File: src/rtl/delay_search_ctrl.sv
// Receiver alignment controller: sweeps symbol/sample delay candidates and keeps the one with minimum accumulated squared error.
// Optional early exit on a low-error candidate is enabled by defining DELAY_SEARCH_EARLY_EXIT_EN.
module delay_search_ctrl #(
  parameter logic [7:0]  SYM_MIN        = 8'd50,
  parameter logic [7:0]  SYM_MAX        = 8'd54,
  parameter int unsigned SETTLE_PERIODS = 1,
  parameter int unsigned ERR_W          = 18
) (
  input  logic             clk_i,
  input  logic             rst_ni,
  input  logic             sym_clk_en_i,
  input  logic             start_i,
  input  logic             hold_i,
  input  logic [ERR_W-1:0] acc_sq_err_i,
`ifdef DELAY_SEARCH_EARLY_EXIT_EN
  input  logic [ERR_W-1:0] early_thresh_i,
`endif
  output logic [1:0]       sam_delay_o,
  output logic [7:0]       sym_delay_o,
  output logic             busy_o,
  output logic             done_o,
  output logic [ERR_W-1:0] best_err_o,
  output logic [1:0]       best_sam_o,
  output logic [7:0]       best_sym_o
);

  typedef enum logic [2:0] {S_IDLE, S_SETTLE, S_MEASURE, S_STEP, S_FINISH} state_e;

  localparam logic [1:0] SETTLE_INIT = 2'(SETTLE_PERIODS);

  state_e           state_q, state_d;
  logic [1:0]       settle_q, settle_d;
  logic [1:0]       sam_q, sam_d;
  logic [7:0]       sym_q, sym_d;
  logic             busy_q, busy_d;
  logic             done_q, done_d;
  logic [ERR_W-1:0] best_err_q, best_err_d;
  logic [1:0]       best_sam_q, best_sam_d;
  logic [7:0]       best_sym_q, best_sym_d;

  logic better, last_cand, early_hit;

  assign better    = acc_sq_err_i < best_err_q;
  assign last_cand = (sym_q == SYM_MAX) && (sam_q == 2'd3);
`ifdef DELAY_SEARCH_EARLY_EXIT_EN
  // Unsigned compare: a zero threshold can never be undercut.
  assign early_hit = acc_sq_err_i < early_thresh_i;
`else
  assign early_hit = 1'b0;
`endif

  always_ff @(posedge clk_i or negedge rst_ni) begin
    if (!rst_ni) begin
      state_q    <= S_IDLE;
      settle_q   <= '0;
      sam_q      <= '0;
      sym_q      <= SYM_MIN;
      busy_q     <= 1'b0;
      done_q     <= 1'b0;
      best_err_q <= '1;
      best_sam_q <= '0;
      best_sym_q <= SYM_MIN;
    end else begin
      state_q    <= state_d;
      settle_q   <= settle_d;
      sam_q      <= sam_d;
      sym_q      <= sym_d;
      busy_q     <= busy_d;
      done_q     <= done_d;
      best_err_q <= best_err_d;
      best_sam_q <= best_sam_d;
      best_sym_q <= best_sym_d;
    end
  end

  always_comb begin
    state_d = state_q;
    if (sym_clk_en_i) begin
      unique case (state_q)
        S_IDLE:    if (start_i) state_d = S_SETTLE;
        // Zero counter, or the period end that exhausts it, moves on immediately.
        S_SETTLE:  if ((settle_q == 2'd0) || (hold_i && (settle_q == 2'd1))) state_d = S_MEASURE;
        S_MEASURE: if (hold_i) state_d = early_hit ? S_FINISH : S_STEP;
        S_STEP:    state_d = last_cand ? S_FINISH : S_SETTLE;
        S_FINISH:  state_d = S_IDLE;
        default:   state_d = S_IDLE;
      endcase
    end
  end

  always_comb begin
    settle_d   = settle_q;
    sam_d      = sam_q;
    sym_d      = sym_q;
    busy_d     = busy_q;
    done_d     = done_q;
    best_err_d = best_err_q;
    best_sam_d = best_sam_q;
    best_sym_d = best_sym_q;
    if (sym_clk_en_i) begin
      unique case (state_q)
        S_IDLE: begin
          if (start_i) begin
            best_err_d = '1;
            sym_d      = SYM_MIN;
            sam_d      = '0;
            busy_d     = 1'b1;
            done_d     = 1'b0;
            settle_d   = SETTLE_INIT;
          end
        end
        S_SETTLE: begin
          if (hold_i && (settle_q != 2'd0)) settle_d = settle_q - 2'd1;
        end
        S_MEASURE: begin
          if (hold_i && better) begin
            best_err_d = acc_sq_err_i;
            best_sam_d = sam_q;
            best_sym_d = sym_q;
          end
        end
        S_STEP: begin
          if (!last_cand) begin
            if (sam_q != 2'd3) begin
              sam_d = sam_q + 2'd1;
            end else begin
              sam_d = '0;
              sym_d = sym_q + 8'd1;
            end
            settle_d = SETTLE_INIT;
          end
        end
        S_FINISH: begin
          sam_d  = best_sam_q;
          sym_d  = best_sym_q;
          busy_d = 1'b0;
          done_d = 1'b1;
        end
        default: ;
      endcase
    end
  end

  assign sam_delay_o = sam_q;
  assign sym_delay_o = sym_q;
  assign busy_o      = busy_q;
  assign done_o      = done_q;
  assign best_err_o  = best_err_q;
  assign best_sam_o  = best_sam_q;
  assign best_sym_o  = best_sym_q;

endmodule

File: config.mk
export PLATFORM = sky130hd
export DESIGN_NAME = delay_search_ctrl
export DESIGN_NICKNAME = d
export VERILOG_FILES = /design/src/rtl/delay_search_ctrl.sv
export SDC_FILE = /design/constraint.sdc
export NUM_CORES = 1
export LEC_CHECK = 0
export ABC_AREA = 1
export BUFFER_PORTS_ARGS = -buffer_cell sky130_fd_sc_hd__buf_2
export CAP_MARGIN = 10
export CORE_ASPECT_RATIO = 0.7
export CORE_MARGIN = 3
export CORE_UTILIZATION = 59
export DETAILED_ROUTE_END_ITERATION = 7
export PLACE_DENSITY = 0.85
export RECOVER_POWER = 25
export SYNTH_ARGS = -nofsm -noshare
export SYNTH_HDL_FRONTEND = slang
export SYNTH_SLANG_ARGS = --single-unit
File: constraint.sdc
create_clock -name clk_i -period 5.35 [get_ports clk_i]
set_clock_uncertainty 0.05 [all_clocks]
set_input_delay 1.07 -clock clk_i [delete_from_list [all_inputs] [get_ports clk_i]]
set_output_delay 1.07 -clock clk_i [all_outputs]
set_load 0.01 [all_outputs]
### Word level (Yosys, flattened, before mapping)

Cells that the tools add are included.

* output and inout bits: 40
* word-level logic and storage cells: 71
* bits in registers: 45

* reductions and logical operators: 19
* mux-type cells: 24
* $add $sub $neg: 3
* order comparisons: 1
* equality and inequality tests: 15

Operators with widths (count)
* 2-to-1 mux 18 bit: 2
* case mux 18 bit (2 select lines): 1
* 2-to-1 mux 8 bit: 3
* case mux 8 bit (3 select lines): 1
* less-than comparator 18 bit: 1
* != test 2 bit, second input constant: 8
* 2-to-1 mux 2 bit: 6
* 2-to-1 mux 3 bit: 4
* case mux 2 bit (3 select lines): 2
* case mux 3 bit (4 select lines): 1
* AND reduction 4 bit: 3
* AND reduction 5 bit: 2
* adder 8 x 1 -> 8 bit, second input constant: 1
* == test 8 x 6 -> 1 bit, second input constant: 1
* == test 3 x 2 -> 1 bit, second input constant: 2
* AND reduction 3 bit: 2
* nonzero test 2 bit: 3
* nonzero test 3 bit: 2
* logical AND 1 bit: 4
* case mux 1 bit (2 select lines): 2
* == test 3 x 1 -> 1 bit, second input constant: 1
* == test 3 bit, second input constant: 1
* logical NOT 3 bit: 1
* adder 2 x 1 -> 2 bit, second input constant: 1
* 6 further kinds: 7

### Logic depth before layout (Yosys ltp)

Gate-level depths: netlist of the first run.

* depth in word-level cells: 5
* depth in mapped cells: 15
* depth with buffers taken out: 14

### Worst setup path after synthesis of the first run

OpenSTA, ideal clock, no wires.

* kind: input port to flip-flop
* start point: input acc_sq_err_i[9]
* end point: register best_err_q[10] (netlist: best_err_o[10])
* required time: 5224 ps
* stages: 11
* arrival time: 2258 ps
* library setup time: 76 ps
* slack: 2966 ps
* path buffers: 1
* path through: ha_1 a21o_1 nor2_1 nand2_1 nand2_1 nand3_2 nand2_4 nand2_4 buf_6 nand2_1 nand2_1

* word-level cells in the longest chain between the ends: 4

RTL lines
* start: declaration: RTL line 14 `input logic [ERR_W-1:0] acc_sq_err_i,`
* less-than comparator 18 bit: RTL line 43 `assign better = acc_sq_err_i < best_err_q;`
* logical AND 1 bit: RTL line 116 `if (hold_i && better) begin`
* != test 2 bit (no line)
* AND reduction 4 bit (no line)
* end signal: assignment: RTL line 70 `best_err_q <= best_err_d;`
* end: declaration: RTL line 37 `logic [ERR_W-1:0] best_err_q, best_err_d;`

No other way between the ends.
A chain may end at the register's enable or synchronous reset.

==> results of run 1 <==
## power groups by stage
stage               Clock (mW)  Sequential, mW  Combinational, mW
floorplan                    0           0.715              0.542
global placement             0           0.672              0.812
detailed placement           0           0.677              0.849
CTS                      0.213           0.675              0.852
global route             0.226           0.701              0.968
finish                   0.213           0.679              0.854
## cells in the final DEF, fill, tap and decap left out, types with 2 or more instances in the layout
cell        n
a21oi_1    14
a22o_1      2
and2_1      2
buf_2      61
clkbuf_1    2
clkbuf_8    5
clkinv_2    2
dfrtp_1    21
dfstp_2    24
ha_1       22
inv_1      43
inv_2       4
nand2_1   115
nand2_2     3
nand2_4     3
nand3_1    26
nand3_2     3
nand4_1    10
nor2_1     17
nor2_2      2
nor3_1      3
o21ai_0    16
o21ai_1     5
or2_1       8
or2_2      11
## metrics by stage
| stage | hold slack, ns | instance area (um^2) | cells | worst slack [ns] | utilization (%) |
|---|---|---|---|---|---|
| after floorplan | 0.402 | 2910 | 375 | 2.97 | - |
| after global placement | 0.408 | 3240 | 494 | 2.35 | 71.2 |
| after detailed placement | 0.416 | 3240 | 494 | 2.29 | 71.2 |
| after CTS | 0.429 | 3330 | 502 | 2.61 | 73.0 |
| after global routing | 0.436 | 3330 | 502 | 1.96 | 73.0 |
| final | 0.428 | 3330 | 502 | 2.50 | 73.0 |
## layout make-up
cell class	count	area share (%)
clock inverter	2	0.301
timing repair buffer	62	9.29
sequential	45	34.8
tap	66	2.48
inverter	48	5.49
multi-input combinational	273	45.5
clock buffer	6	2.18
## worst reg2reg max path: stages, from the launching register on
cell and delay [ns]:
dfstp_2 0.55, inv_1 0.04, ha_1 0.28, nand2_1 0.09, inv_1 0.04, nand2_1 0.06
nand2_1 0.04, nand2_1 0.06, nand2_1 0.08, nand2_1 0.37, nand3_2 0.15, nand2_4 0.23
nand2_4 0.19, nand2_1 0.12, nand2_1 0.06
## cells by family (layout without fill, tap and decap cells)
| kind of cell | after synthesis | in the layout | synth area share [%] |
|---|---|---|---|
| AOI/OAI and AO/OA | 44 | 44 | 8.99 |
| adders and majority gates | 22 | 22 | 9.46 |
| buffers and inverters | 57 | 118 | 8.30 |
| DFF | 45 | 45 | 39.7 |
| and+or+nand+nor | 207 | 207 | 33.5 |
## layer usage
| layer | vias to the layer above | global-route usage (%) |
|---|---|---|
| met1 | 1229 | 38.8 |
| met2 | 129 | 36.2 |
| met4 | 0 | 6.68 |
| met5 | - | 0 |
| li1 | 1327 | - |
| met3 | 5 | 7.19 |
## state kept, by name, summed over array words and instances, names as in the netlist
| signal | count |
|---|---|
| state_q | 3 |
| busy_o | 1 |
| sam_delay_o | 2 |
| best_sym_o | 8 |
| settle_q | 2 |
| best_err_o | 18 |
| sym_delay_o | 8 |
| best_sam_o | 2 |
| done_o | 1 |
## path summary, 6_finish.rpt
check | startpoint | end | slack [ns] | cells after the start
worst min-delay path | best_err_o[9] | best_err_o[9] | 0.43 | 2
max in group clk_i | acc_sq_err_i[5] | best_err_o[8] | 2.57 | 14
worst min register to register | best_err_o[9] | best_err_o[9] | 0.43 | 2
min in group asynchronous | rst_ni | settle_q[0] | 1.42 | 1
worst max register to register | best_err_o[5] | best_err_o[8] | 2.86 | 14
worst max-delay path | rst_ni | sym_delay_o[3] | 2.50 | 1
==> flow_summary.ini, run 1 <==
[cts]
clkLatencyLatePin_ns = 0.31
cts_post_setup_buffers_inserted = 0
cts_tree = done
cts_buffers = 5
tritoncts_num_sinks = 45
htree_num_levels = 2
holdBufCountCts = 0
cts_buffer_depth = 2
post_cts_resize_count = 0
clkSlewWorstSetupHoldPaths_ns = 0.08
root_driver = clkbuf_8

[drt]
vias = 2690
antenna_violating_nets_post_route = 0
remaining_drc_errors = 0
postRouteWirelength_mm = 7.04
met3WireLength_um = 637
wl_met1_mm = 3.49
avgViaCountPerCell = 5.36
first_iter_violations = 232
wl_met2_mm = 2.85
routed_wire_per_std_cell_um = 14.0
highest_layer = met4
drtPass1Iterations = 5

[worst_setup_path]
cp_max_fo = 45
worstPathCellList = clkbuf_1
cp-end-kind = asynchronous set/reset pin
setup_crit_start_kind = input port
crit_type = in -> async
crit_buf_inv = 1
critical_path_arrival_ns = 2.74
critical_path.max_stage_delay_ns = 1.64
worst-endpoint-required_ns = 5.24
critical_path.top_delay_family = buffers and inverters
critical-path-slowest-cell = clkbuf_1

[synthesis]
ys_async_sr_fraction_pct = 100
synthesis.yosys.warnings = 0
synthesis.instances = 375
synthMostInstantiatedCell = nand2_1
nets_in_the_synthesized_netlist = 420
synth_cell_types = 38
yosysSeqAreaShare_pct = 39.7
post_synth_instance_area_mm2 = 0.00291
synth_enable_flop_cells = 0
dominantRegCellSynth = dfstp_2
synth.cells.most_frequent = 115 x nand2_1, 43 x inv_1, 26 x nand3_1
ys_ff_latch = 45
synth_top_area_share_pct = 21.7
post-synth-top-area-cell = dfstp_2
synthTopCellsByArea = dfstp_2 22%, dfrtp_1 18%, nand2_1 15%, ha_1 9.5%, inv_1 5.5%
postSynthAreaPerCell_um2 = 7.76

[floorplanning]
die_h_um = 64.8
floorplan.initialDensity_pct = 63.9
floorplan.io_pins = 63
die_x_um = 89.9
floorplan_row_count = 20
design.die.area_mm2 = 0.00582
core_mm2 = 0.00455

[pwr]
clock_power_share_pct = 12.2
static-leakage-power_nw = 1.80
internal_power_uw = 957
p_switching_uw = 790
power_density_of_the_placed_cells_mw_per_mm2 = 525
swShare_pct = 45.2
report.power.total_mw = 1.75
comb_power_share_pct = 48.9
power.sequential.fraction_pct = 38.9
ir_drop_uv = 260

[sta]
final_max_slew_viol_count = 46
post_layout_min_period_ns = 2.85
timing_worst_slew_pin_value_ns = 2.35
final-setup-viol-count = 0
post-route-period-util_pct = 53.3
hold_viol_final = 0
max_freq_mhz = 351
setup-tns-final_ns = 0
worst_case_headroom_to_the_max_slew_limit_pct = -56.8
unrepaired_setup_endpoints_after_global_routing = no

[outcome]
result_of_the_run = finished with violations
violations = capacitance limit, slew limit

[place]
globalplace.congestion = 0.857
detailed_place_hpwl_mm = 5.18
io_buffer_count = 62

[grt]
largest_net_degree_at_the_start_of_global_routing = 46
grt_antenna_before_repair = 0
globalRouteOverflowTotal = 0
grt_pass1_vias = 2492
global_route_wire_length_before_repair_mm = 12.0
groute.usage.overall_pct = 25.8

[cells_and_area]
finalNetCount = 480
antenna_diode_count = 0
area_growth_pct = 14.3
share_of_post_route_cells_with_drive_strength_above_1_pct = 28.7
fillCellCount = 402
regArea_mm2 = 0.00116
multiInputGateArea_mm2 = 0.00151

[hold_path]
worstHoldPathType = reg -> reg

[flow_run]
max_cap_viol_count = 1
Power figures use the tool's default switching activity.
==> run 2: changes to the inputs <==
Settings changed: CORE_UTILIZATION 59 to 49, PLACE_DENSITY 0.85 to 0.75.
Clock period 5.35 ns to 2.55 ns, I/O delays scaled along.
==> run 2 against run 1 <==
  * The flow now finishes without violations
  * Combinational power is 110% higher
  * Wire length is 1.8% lower
  * Clock-buffer cell count is 1 higher
  * Die area is 19% higher
  * Flip-flop and latch count stayed put
  * Design area is 2.1% higher
  * Largest cell class unchanged
  * Highest routed layer unchanged
==> flow_summary.ini, run 2 (synthesis gave the netlist of run 1 again) <==
[sta]
unrepaired_setup_endpoints_after_global_routing = no
final-setup-viol-count = 0
worst_case_headroom_to_the_max_slew_limit_pct = 26.1
final_max_slew_viol_count = 0
fin_ws_ns = 0.337
post_layout_min_period_ns = 2.21
post-route-period-util_pct = 86.8
max_freq_mhz = 452
setup-tns-final_ns = 0
timing_worst_slew_pin_value_ns = 1.11
hold_viol_final = 0

[cts]
cts_tree = done
post_cts_resize_count = 0
clkLatencyLatePin_ns = 0.31
root_driver = clkbuf_8
cts_post_setup_buffers_inserted = 0
htree_num_levels = 2
clkSlewWorstSetupHoldPaths_ns = 0.09
cts_buffers = 5
holdBufCountCts = 0
tritoncts_num_sinks = 45
cts_buffer_depth = 2

[worst_setup_path]
critical-path-slowest-cell = dfstp_2
r2r_end = best_err_o[1]
timing.rr.start = best_err_o[17]
critical_path_arrival_ns = 2.41
cp-end-kind = flop
worstRegToRegCells = 12
critical_path.max_stage_delay_ns = 0.55
setup_crit_start_kind = flop
ff2ff_setup_slack_ns = 0.34
crit_type = reg -> reg
worst-endpoint-required_ns = 2.74
cp_max_fo = 19
crit_top_cell = nand2_1
worstPathCellList = inv_1 > ha_1 > nand2_1 > inv_2 > nand3_2 > nor2_1 > nand3b_1 > nand3_2 > nand2_4 > nand2_4 > nand2_1 > nand2_1

[hold_path]
hold_depth = 2
hold_path_end = best_err_o[6]
hp-start = best_err_o[6]
worstHoldPathType = reg -> reg

[place]
place_ws_ns = 0.319
io_buffer_count = 62
globalplace.congestion = 0.826
detailed_place_hpwl_mm = 5.13

[pwr]
ir_drop_uv = 538
static-leakage-power_nw = 1.84
power_density_of_the_placed_cells_mw_per_mm2 = 1090

[grt]
largest_net_degree_at_the_start_of_global_routing = 46
groute.usage.overall_pct = 20.8
grt_antenna_before_repair = 0
globalRouteOverflowTotal = 0
grt_pass1_vias = 2431
global_route_wire_length_before_repair_mm = 11.7

[floorplanning]
design.die.area_mm2 = 0.00692
floorplan.io_pins = 63
core_mm2 = 0.00548
floorplan_row_count = 22
floorplan.initialDensity_pct = 53.1
die_h_um = 70.5
die_x_um = 98.1

[drt]
wl_met2_mm = 2.87
avgViaCountPerCell = 5.09
first_iter_violations = 138
antenna_violating_nets_post_route = 0
postRouteWirelength_mm = 6.91
met3WireLength_um = 515
remaining_drc_errors = 0
drtPass1Iterations = 4
highest_layer = met4
routed_wire_per_std_cell_um = 13.4
wl_met1_mm = 3.46
vias = 2615

[cells_and_area]
fillCellCount = 508
area_growth_pct = 16.7
largest_register_ff_count = 18
share_of_post_route_cells_with_drive_strength_above_1_pct = 30.1
multiInputGateArea_mm2 = 0.00151
layout.cells.most_common_list = 115 x nand2_1, 62 x buf_2, 43 x inv_1
antenna_diode_count = 0
final_common_cell = nand2_1
finalNetCount = 486
regArea_mm2 = 0.00116

[flow_run]
max_cap_viol_count = 0

[outcome]
result_of_the_run = completed
[run 2: changes by cell type in the layout (fill, tap and decap cells not counted), sizes merged]
cell	change
buf	+6
clkbuf	+1
clkinv	-1
[run 2: worst max-delay path, delay by kind of cell (launching register included)]
| kind | cells | cell delay (ns) |
|---|---|---|
| adder cells (fa/ha/maj) | 1 | 0.28 |
| buffers and inverters | 2 | 0.10 |
| flip-flops | 1 | 0.55 |
| AND/OR/NAND/NOR | 9 | 1.16 |
[run 2: metal layers]
layer	vias up	global-route usage (%)
met2	81	29.9
met3	5	5.69
met4	0	6.14
met5	-	0
li1	1340	-
met1	1189	30.3
[run 2: worst max path at each step]
| stage | from | to | slack (ns) | cells after the start |
|---|---|---|---|---|
| 2_1_floorplan | best_err_o[9] | best_err_o[10] | 0.66 | 12 |
| 3_3_place_gp | acc_sq_err_i[17] | best_err_o[8] | 0.36 | 12 |
| 3_5_place_dp | acc_sq_err_i[17] | best_err_o[12] | 0.32 | 12 |
| 5_1_grt | best_err_o[17] | best_err_o[12] | 0.12 | 12 |
| 4_1_cts | best_err_o[17] | best_err_o[3] | 0.36 | 12 |
| 6_report | best_err_o[17] | best_err_o[1] | 0.34 | 12 |
[run 2: where the power goes]
| group | leakage (nW) | switching [mW] | internal (mW) |
|---|---|---|---|
| registers | 0.530 | 0.261 | 1.15 |
| clock network | 0.0542 | 0.257 | 0.245 |
| logic | 1.26 | 1.11 | 0.693 |
| total | 1.84 | 1.63 | 2.09 |
[run 2: cell type report]
class / instances / share of cell area, %
Multi-Input combinational cell: 273 / 44.5
Sequential cell: 45 / 34.0
Timing Repair Buffer: 68 / 10.4
Inverter: 48 / 5.38
Clock buffer: 7 / 2.84
Tap cell: 72 / 2.65
Clock inverter: 1 / 0.147
[run 2: per-stage QoR]
stage | instance area (um^2) | total power, mW | hold slack [ns] | util [%] | cells
2_1_floorplan | 2910 | 2.64 | 0.164 | - | 375
3_3_place_gp | 3310 | 3.16 | 0.408 | 60.4 | 506
3_5_place_dp | 3310 | 3.22 | 0.411 | 60.4 | 506
4_1_cts | 3410 | 3.74 | 0.126 | 62.3 | 514
5_1_grt | 3400 | 4.07 | 0.439 | 62.0 | 514
6_report | 3400 | 3.72 | 0.420 | 62.0 | 514
==> run 3: changes to the inputs <==
Settings changed: ABC_AREA 1 to unset, CORE_UTILIZATION 49 to 48, CTS_CLUSTER_SIZE set to 24.
==> run 3 against run 2 <==
  * Via count fell by 19%
  * Design area fell by 8.2%
  * Global-route usage shrank 1.9 points
  * Worst setup slack worse by 0.15 ns
  * Flip-flop and latch count did not move
  * Core utilization rose by 0.77 points
  * Critical path type unchanged
  * Sequential share of layout area grew 3.0 points
  * The flow now finishes with violations (capacitance limit, slew limit)
  * Combinational power fell by 17%
  * Synthesized area down 12%
  * Hold slack lost 0.0084 ns
  * Clock-buffer cell count down 2
  * Clock power rose by 8.5%
==> flow_summary.ini, run 3 <==
[place]
detailed_place_hpwl_mm = 4.36
dp.cells = 377
globalplace.congestion = 0.823
place_ws_ns = 0.0332
io_buffer_count = 62

[cells_and_area]
fillCellCount = 451
final_common_cell = buf_2
layout.cells.most_common_list = 61 x buf_2, 24 x dfstp_2, 23 x inv_1
finalNetCount = 362
antenna_diode_count = 0
share_of_post_route_cells_with_drive_strength_above_1_pct = 37.7
number_of_cells_in_the_finished_layout_apart_from_fillers = 387
largest_register_ff_count = 18
area_growth_pct = 21.1

[synthesis]
mux_contribution_to_synthesized_area_pct = 4.67
synthTopCellsByArea = dfstp_2 25%, dfrtp_1 20%, ha_1 11%, o22a_1 6.1%, o21ai_0 4.1%
postSynthAreaPerCell_um2 = 10.4
xor_and_xnor_area_share_after_synthesis_pct = 0
nets_in_the_synthesized_netlist = 292
ys_ff_latch = 45
synth_cell_types = 50
dominantRegCellSynth = dfstp_2
synthesis.instances = 247
synthMostInstantiatedCell = dfstp_2
ys_async_sr_fraction_pct = 100
synth-simple-area-share_pct = 11.3
synth_adder_area_share_pct = 10.7
synth_top_area_share_pct = 24.5
synth_enable_flop_cells = 0
synth.cells.most_frequent = 24 x dfstp_2, 23 x inv_1, 22 x ha_1
yosysSeqAreaShare_pct = 44.9
synthesis.yosys.warnings = 0
synth_compound_area_share_pct = 22.7
synth_top_family_by_area = compound AO/OA/AOI/OAI gates
post-synth-top-area-cell = dfstp_2
post_synth_instance_area_mm2 = 0.00257

[floorplanning]
core_mm2 = 0.00497
die_x_um = 93.5
floorplan_row_count = 21
floorplan.initialDensity_pct = 51.8
floorplan.io_pins = 63
die_h_um = 67.3
design.die.area_mm2 = 0.00629

[worst_setup_path]
worstPathCellList = inv_1 > ha_1 > a211oi_1 > o21ai_0 > a211oi_1 > nand2_2 > buf_4 > mux2_4
crit_top_cell = a211oi_1
critical_path.max_stage_delay_ns = 0.55
worstRegToRegCells = 8
r2r_end = best_sam_o[0]
crit_buf_inv = 2
critical_path_arrival_ns = 2.51
setup_crit_start_kind = flop
worst-endpoint-required_ns = 2.70
ff2ff_setup_slack_ns = 0.19
cp-end-kind = flop
timing.rr.start = best_err_o[15]
crit_type = reg -> reg
critical-path-slowest-cell = dfstp_2
cp_num_cells = 8
cp_max_fo = 5
critical_path.top_delay_family = compound AO/OA/AOI/OAI gates

[cts]
cts_tree = done
htree_num_levels = 2
root_driver = clkbuf_8
cts_buffer_depth = 2
clkSlewWorstSetupHoldPaths_ns = 0.09
clkLatencyLatePin_ns = 0.30
cts_buffers = 5
tritoncts_num_sinks = 45

[drt]
drtPass1Iterations = 4
routed_wire_per_std_cell_um = 14.6
avgViaCountPerCell = 5.50
postRouteWirelength_mm = 5.67
remaining_drc_errors = 0
vias = 2127
antenna_violating_nets_post_route = 0
first_iter_violations = 128

[pwr]
report.power.total_mw = 3.43
power_density_of_the_placed_cells_mw_per_mm2 = 1100
static-leakage-power_nw = 1.55
ir_drop_uv = 501

[grt]
largest_net_degree_at_the_start_of_global_routing = 38
global_route_wire_length_before_repair_mm = 9.41
groute.usage.overall_pct = 18.9
grt_antenna_before_repair = 0
grt_pass1_vias = 2028
globalRouteOverflowTotal = 0

[sta]
post_layout_min_period_ns = 2.36
final_max_slew_viol_count = 38
setup-tns-final_ns = 0
post-route-period-util_pct = 92.7
timing_worst_slew_pin_value_ns = 1.88
hold_viol_final = 0
worst_case_headroom_to_the_max_slew_limit_pct = -25.3
max_freq_mhz = 423
unrepaired_setup_endpoints_after_global_routing = no
final-setup-viol-count = 0
fin_ws_ns = 0.187

[flow_run]
max_cap_viol_count = 1

[hold_path]
hp-start = acc_sq_err_i[0]
hold_path_end = best_err_o[0]
worstHoldPathType = in -> reg
hold_depth = 2

[outcome]
violations = capacitance limit, slew limit
result_of_the_run = finished with violations
run 3: cell count changes after synthesis, sizes merged, moves of 7 or more:
cell	before	now
nand3	30	4
nand2	121	10
a211oi	1	8
or2	19	0
o22a	0	18
inv	48	23
nand4	10	2
mux2	0	10
run 3: metal layers:
| metal | vias up | share of wire, % | global-route usage [%] |
|---|---|---|---|
| li1 | 1058 | - | - |
| met1 | 1013 | 50 | 26.5 |
| met2 | 51 | 44 | 30.3 |
| met3 | 5 | 5.8 | 4.12 |
| met4 | 0 | 0.81 | 4.39 |
| met5 | - | 0 | 0 |
run 3: worst max path at each step:
stage / startpoint / end / slack (ns)
after CTS: best_err_o[15] / best_err_o[7] / 0.09
after floorplan: best_err_o[7] / best_sam_o[0] / 0.26
after detailed placement: acc_sq_err_i[15] / best_err_o[7] / 0.03
final: best_err_o[15] / best_sam_o[0] / 0.19
after global routing: best_err_o[15] / best_err_o[6] / 0.07
after global placement: acc_sq_err_i[15] / best_err_o[16] / 0.04
run 3: cells by family (layout without fill, tap and decap cells):
kind of cell             Yosys count  after routing
AO/OA/AOI/OAI                     83             83
AND/OR/NAND/NOR                   54             54
flip-flops                        45             45
buffers and inverters             33            104
adder cells (fa/ha/maj)           22             22
multiplexers                      10             10
run 3: where the power goes:
part           total, mW  switching, mW  internal (mW)
sequential          1.37          0.272           1.10
combinational       1.51          0.812          0.701
clock              0.546          0.253          0.293
run 3: cell type report:
type                            count  area, um^2  area share [%]
Inverter                           23        86.3            2.77
Tap cell                           69        86.3            2.77
Multi-Input combinational cell    169        1270            40.7
Clock inverter                      3        46.3            1.49
Timing Repair Buffer               73         404            13.0
Clock buffer                        5        68.8            2.21
Sequential cell                    45        1160            37.1
run 3: what timing repair did:
| action | 4_1_cts | 5_1_grt |
|---|---|---|
| hold buffers | 0 | 0 |
| buffers inserted | 0 | 2 |
| hold endpoints to repair | 0 | 0 |
| resized for setup | 0 | 0 |
| endpoints found under the setup margin | 0 | 12 |
run 3: through the flow:
step           hold slack (ns)  instance area [um^2]  util, %
6_report                 0.412                  3120     62.8
3_5_place_dp             0.430                  2990     60.2
5_1_grt                  0.405                  3120     62.8
3_3_place_gp             0.419                  2990     60.2
4_1_cts                  0.257                  3100     62.5
2_1_floorplan            0.164                  2570        -
